<file path="config.mk">
export PLATFORM = sky130hd
export DESIGN_NAME = pipe_front_ctrl
export DESIGN_NICKNAME = d
export VERILOG_FILES = /design/src/rtl/pipe_pkg.sv /design/src/rtl/pipe_reg.sv /design/src/rtl/pipe_front_ctrl.sv
export SDC_FILE = /design/constraint.sdc
export NUM_CORES = 1
export LEC_CHECK = 0
export ABC_AREA = 1
export BUFFER_PORTS_ARGS = -buffer_cell sky130_fd_sc_hd__buf_2
export CELL_PAD_IN_SITES_DETAIL_PLACEMENT = 1
export CELL_PAD_IN_SITES_GLOBAL_PLACEMENT = 1
export CORE_ASPECT_RATIO = 1.4
export CORE_UTILIZATION = 40
export DETAILED_ROUTE_END_ITERATION = 6
export GPL_ROUTABILITY_DRIVEN = 0
export PLACE_DENSITY = 0.95
export SLEW_MARGIN = 20
export SYNTH_ARGS = -nofsm -noshare
export SYNTH_HDL_FRONTEND = slang
export SYNTH_HIERARCHICAL = 1
export SYNTH_SLANG_ARGS = --single-unit
</file>
<file path="constraint.sdc">
create_clock -name i_clk -period 5.3 [get_ports i_clk]
set_input_delay 1.06 -clock i_clk [delete_from_list [all_inputs] [get_ports i_clk]]
set_output_delay 1.06 -clock i_clk [all_outputs]
set_load 0.03 [all_outputs]
</file>
<file path="src/rtl/pipe_pkg.sv">
// pipe_pkg: shared constants and types for the pipeline front-end controller.
// Holds the datapath width, the NOP encoding used for bubbles and the
// front-end FSM state type, so every file agrees on them.
package pipe_pkg;

    // Datapath width for PC and instruction fields
    localparam int XLEN = 32;

    // Canonical NOP (addi x0, x0, 0) injected whenever a stage is bubbled
    localparam logic [XLEN-1:0] NOP = 32'h0000_0013;

    // Front-end FSM states; encodings are visible on o_state
    typedef enum logic [1:0] {
        RUN      = 2'd0,
        STALL    = 2'd1,
        REDIRECT = 2'd2
    } pipe_state_e;

    // Saturating increment for 32-bit event counters
    function automatic logic [XLEN-1:0] sat_inc32(input logic [XLEN-1:0] value);
        if (value == {XLEN{1'b1}}) begin
            return value;
        end
        return value + 32'd1;
    endfunction

endpackage

</file>
<file path="src/rtl/pipe_reg.sv">
// pipe_reg: one generic pipeline register with hold and flush control.
// Reset and flush both load i_default (the bubble pattern); hold keeps the
// current contents; otherwise the register loads i_d every cycle.
module pipe_reg #(
    parameter int WIDTH = 32
) (
    input  logic             i_clk,
    input  logic             i_reset,
    input  logic             i_hold,
    input  logic             i_flush,
    input  logic [WIDTH-1:0] i_d,
    input  logic [WIDTH-1:0] i_default,
    output logic [WIDTH-1:0] o_q
);

    logic [WIDTH-1:0] r_q;

    // Reset beats flush, flush beats hold, hold beats load
    always_ff @(posedge i_clk) begin
        if (i_reset) begin
            r_q <= i_default;
        end else if (i_flush) begin
            r_q <= i_default;
        end else if (!i_hold) begin
            r_q <= i_d;
        end
    end

    assign o_q = r_q;

endmodule

</file>
<file path="src/rtl/pipe_front_ctrl.sv">
// pipe_front_ctrl: IF/ID and ID/EX pipeline registers plus the front-end
// control FSM (RUN / STALL / REDIRECT), a stall watchdog and PC control.
// A taken branch always wins over hazard stalls: both registers are bubbled
// and the PC is written even when the hazard detector holds it.
// Optional feature: define PIPE_PERF_CNT_EN to build the saturating ID/EX
// bubble counter; otherwise o_bubble_cnt is tied to zero.
module pipe_front_ctrl
    import pipe_pkg::*;
#(
    parameter int STALL_LIMIT = 4
) (
    input  logic        i_clk,
    input  logic        i_reset,
    input  logic        i_pc_en,
    input  logic        i_IF_ID_stall,
    input  logic        i_ID_EX_flush,
    input  logic        i_br_taken,
    input  logic [31:0] i_IF_pc,
    input  logic [31:0] i_IF_inst,
    input  logic        i_ID_rd_wren,
    output logic [31:0] o_ID_pc,
    output logic [31:0] o_ID_inst,
    output logic        o_ID_valid,
    output logic [31:0] o_EX_pc,
    output logic [31:0] o_EX_inst,
    output logic        o_EX_rd_wren,
    output logic        o_EX_valid,
    output logic        o_pc_en,
    output logic        o_pc_sel,
    output logic [1:0]  o_state,
    output logic        o_deadlock,
    output logic [31:0] o_bubble_cnt
);

    localparam int IFID_W = 2 * XLEN + 1;
    localparam int IDEX_W = 2 * XLEN + 2;
    localparam int CNT_W  = (STALL_LIMIT < 2) ? 1 : $clog2(STALL_LIMIT + 1);
    localparam logic [CNT_W-1:0] LIMIT_C = CNT_W'(STALL_LIMIT);

    logic [IFID_W-1:0] w_ifid_d;
    logic [IFID_W-1:0] w_ifid_default;
    logic [IFID_W-1:0] w_ifid_q;
    logic [IDEX_W-1:0] w_idex_d;
    logic [IDEX_W-1:0] w_idex_default;
    logic [IDEX_W-1:0] w_idex_q;
    logic              w_ex_bubble;

    pipe_state_e       r_state;
    pipe_state_e       w_next_state;
    logic [CNT_W-1:0]  r_stall_cnt;
    logic [CNT_W-1:0]  w_stall_cnt_next;
    logic              r_deadlock;

    // ID/EX is bubbled by a redirect as well as by an explicit hazard flush
    assign w_ex_bubble = i_br_taken | i_ID_EX_flush;

    // IF/ID: a redirect squashes the fetched instruction, a stall holds it
    assign w_ifid_d       = {i_IF_pc, i_IF_inst, 1'b1};
    assign w_ifid_default = {{XLEN{1'b0}}, NOP, 1'b0};

    pipe_reg #(
        .WIDTH (IFID_W)
    ) u_if_id (
        .i_clk     (i_clk),
        .i_reset   (i_reset),
        .i_hold    (i_IF_ID_stall),
        .i_flush   (i_br_taken),
        .i_d       (w_ifid_d),
        .i_default (w_ifid_default),
        .o_q       (w_ifid_q)
    );

    assign {o_ID_pc, o_ID_inst, o_ID_valid} = w_ifid_q;

    // ID/EX: never holds; either advances the ID contents or takes a bubble
    assign w_idex_d       = {o_ID_pc, o_ID_inst, i_ID_rd_wren, o_ID_valid};
    assign w_idex_default = {{XLEN{1'b0}}, NOP, 1'b0, 1'b0};

    pipe_reg #(
        .WIDTH (IDEX_W)
    ) u_id_ex (
        .i_clk     (i_clk),
        .i_reset   (i_reset),
        .i_hold    (1'b0),
        .i_flush   (w_ex_bubble),
        .i_d       (w_idex_d),
        .i_default (w_idex_default),
        .o_q       (w_idex_q)
    );

    assign {o_EX_pc, o_EX_inst, o_EX_rd_wren, o_EX_valid} = w_idex_q;

    // PC control is combinational so a redirect cannot be blocked by a stall
    assign o_pc_en  = i_pc_en | i_br_taken;
    assign o_pc_sel = i_br_taken;

    // Next-state logic: redirect from anywhere, then stall, else run
    always_comb begin
        w_next_state = RUN;
        if (i_br_taken) begin
            w_next_state = REDIRECT;
        end else if (i_IF_ID_stall) begin
            w_next_state = STALL;
        end
    end

    // FSM state register
    always_ff @(posedge i_clk) begin
        if (i_reset) begin
            r_state <= RUN;
        end else begin
            r_state <= w_next_state;
        end
    end

    assign o_state = r_state;

    // Consecutive-stall count: counts cycles spent in STALL, saturating
    always_comb begin
        w_stall_cnt_next = '0;
        if (w_next_state == STALL) begin
            if (r_stall_cnt == LIMIT_C) begin
                w_stall_cnt_next = LIMIT_C;
            end else begin
                w_stall_cnt_next = r_stall_cnt + CNT_W'(1);
            end
        end
    end

    // Stall counter register and sticky watchdog flag
    always_ff @(posedge i_clk) begin
        if (i_reset) begin
            r_stall_cnt <= '0;
            r_deadlock  <= 1'b0;
        end else begin
            r_stall_cnt <= w_stall_cnt_next;
            if (w_stall_cnt_next == LIMIT_C) begin
                r_deadlock <= 1'b1;
            end
        end
    end

    assign o_deadlock = r_deadlock;

`ifdef PIPE_PERF_CNT_EN
    logic [31:0] r_bubble_cnt;

    // Counts every cycle in which ID/EX loads a bubble, saturating at all ones
    always_ff @(posedge i_clk) begin
        if (i_reset) begin
            r_bubble_cnt <= '0;
        end else if (w_ex_bubble) begin
            r_bubble_cnt <= sat_inc32(r_bubble_cnt);
        end
    end

    assign o_bubble_cnt = r_bubble_cnt;
`else
    assign o_bubble_cnt = '0;
`endif

endmodule

</file>
==> metrics.txt <==
outcome=finished with violations; failing checks=max-slew violations; maximum VDD drop=0.170 mV; Slew Viols, Final=67; fin nets=1,031; slowest stage delay, CP=between 0.4 and 0.5 ns; share of layout cells above drive strength 1=approximately a quarter; total gr overflow=0; Wirelength per Cell=15.6 um; largest cells by area after synthesis=edfxtp_1, nand2_1, o21ai_0, buf_4, buf_6; Rows=54; Post-Synthesis Cells=639; CTS max path bufs=2; CP arrival=1.89 ns; fin crit share=55.6%; antenna violations before repair=2; Tightest Pin Transition=3.01 ns; dpl hpwl=12.3 mm; IO buf count=206; CTS H-tree depth=4; CTS Sinks=137; commonest cells after routing, fill and taps aside=nand2_1, buf_2, conb_1; crit-path most repeated cell=buf_2; CTS Buf Count=17; post-synthesis sequential area ratio=63.4%; RSZ-0062 raised after global routing=no; warnings from Yosys=6; cell area power density=between 300 and 400 nW/um^2; later-pin clock latency in the skew report=0.41 ns; crit path buf inv count=2; Die H=between 150 and 200 um; Hold Slack=0.478 ns; TritonRoute pass-1 iters=5; Clk pin slew, worst setup/hold paths=roughly 0.06 ns; CP max FO=35; sequence of cells on the critical path=buf_2 > or2_1 > buf_2; WS Path Type=input pin to output pin; Root Buffer=clkbuf_16; # setup viols final=0; Rel. slew slack=-101%; synthesis-stage register bit count=137; starting density of the core=41.0%; Mean Syn Cell Area=10.0 sq um; fin crit period=a little under 3 ns; P_leak=4.02 nW; Fin. Hold Viols=0; number of global-route vias before repair=around 5,600; # hold bufs at CTS=0; Top delay family on crit path=buffers and inverters; Die ar.=around 16,000 sq um; setup tns final=0 ns; pin count of the biggest net entering global routing=74; final core utilization=54.0%; commonest non-fill, non-tap cell in the layout=nand2_1; Tot GR Track Use=around 23%; vias=5,402; post-CTS setup repair buffer count=0; Placed Area=7830 sq um; Mapped Area=6390 sq um; Cell Count, Final, Fillers Out=1,171; Resized cells post-CTS=0; Startpoint Class=input pin; MaxCap Viol Count=0; Setup crit end kind=output pin; I/O pin cnt=around 240; Core Footprint=around 16,000 sq um; Routed WL=18.2 mm; DRC viols=0; Max Fclk=between 0.3 and 0.4 GHz; placed cells=approximately 1,100; Slowest cell on crit path=buf_2; Critical Path RT=4.24 ns; post-route cell area=8420 sq um; global-route wire length before repair=28.0 mm; die width=109 um; initial drt markers=222; post-synth top area cell=edfxtp_1; Area Overhead vs Synth=31.7%; clock tree from TritonCTS=yes; Distinct cells, synth=21; vias per cell=4.61; HP Class=flip-flop to flip-flop; Worst Skew=0.00876 ns; post-synth top area share=61.5%; post-route ant nets=0
==> layout make-up <==
cell class | count | area, sq um
Fill cell | 1937 | 7190
Sequential cell | 137 | 4050
Multi-Input combinational cell | 583 | 2420
Timing Repair Buffer | 212 | 1080
Clock buffer | 17 | 425
Tap cell | 196 | 245
Clock inverter | 15 | 158
Inverter | 7 | 26.3
Antenna cell | 4 | 10.0
==> final timing paths <==
check | startpoint | end | slack (ns) | cells past startpoint
max | i_br_taken | o_pc_en | 2.35 | 3
min | o_deadlock$_SDFFE_PP0N_ | o_deadlock$_SDFFE_PP0N_ | 0.48 | 2
max reg2reg | r_stall_cnt[0]$_SDFF_PP0_ | o_deadlock$_SDFFE_PP0N_ | 4.10 | 5
min reg2reg | o_deadlock$_SDFFE_PP0N_ | o_deadlock$_SDFFE_PP0N_ | 0.48 | 2
==> stage by stage <==
stage / power, mW / setup slack [ns]
CTS: 3.09 / 2.33
floorplan: 1.76 / 1.99
detailed placement: 1.90 / 2.08
finish: 3.07 / 2.35
global route: 3.20 / 2.27
global placement: 1.88 / 2.13
==> worst min-delay path, stage by stage, from the launching register on <==
cell	delay, ns
dfxtp_1	0.32
inv_1	0.07
a21oi_2	0.05
==> cells in the mapped netlist <==
| library cell | number |
|---|---|
| a21oi_2 | 1 |
| buf_2 | 16 |
| buf_4 | 33 |
| buf_6 | 11 |
| clkbuf_1 | 15 |
| conb_1 | 2 |
| dfxtp_1 | 6 |
| edfxtp_1 | 131 |
| ha_1 | 2 |
| inv_1 | 7 |
| nand2_1 | 268 |
| nand2_2 | 1 |
| nand3_1 | 2 |
| nor2_1 | 4 |
| nor2_2 | 1 |
| nor2_4 | 3 |
| nor3_1 | 2 |
| o211ai_1 | 1 |
| o21ai_0 | 115 |
| o21ai_1 | 16 |
| or2_1 | 2 |
==> per-layer routing <==
metal / track usage, % / vias up / wire length (um) / part of all wire [%]
li1: - / 2601 / - / -
met1: 24.4 / 2594 / 6690 / 37
met2: 41.6 / 173 / 10100 / 55
met3: 5.18 / 34 / 835 / 4.6
met4: 11.7 / 0 / 620 / 3.4
met5: 0 / - / 0 / 0
==> state kept, by name, indices dropped and copies added (netlist names) <==
name / count
o_state: 2
u_id_ex/o_q: 66
o_deadlock: 1
u_if_id/o_q: 65
r_stall_cnt: 3
==> power breakdown <==
group          switching (mW)  leakage, nW  internal (mW)  total [mW]
logic                   0.410         2.30          0.124       0.534
clock network           0.453        0.284          0.732        1.18
registers              0.0469         1.43           1.31        1.36
total                   0.910         4.02           2.16        3.07
==> cell families after synthesis <==
group / share of synthesized area, %
simple gates: 17.2
fa+ha+maj: 0.391
flops: 63.4
buf+inv: 8.36
compound gates: 10.5
other cells: 0.117
Power figures use the tool's default switching activity.
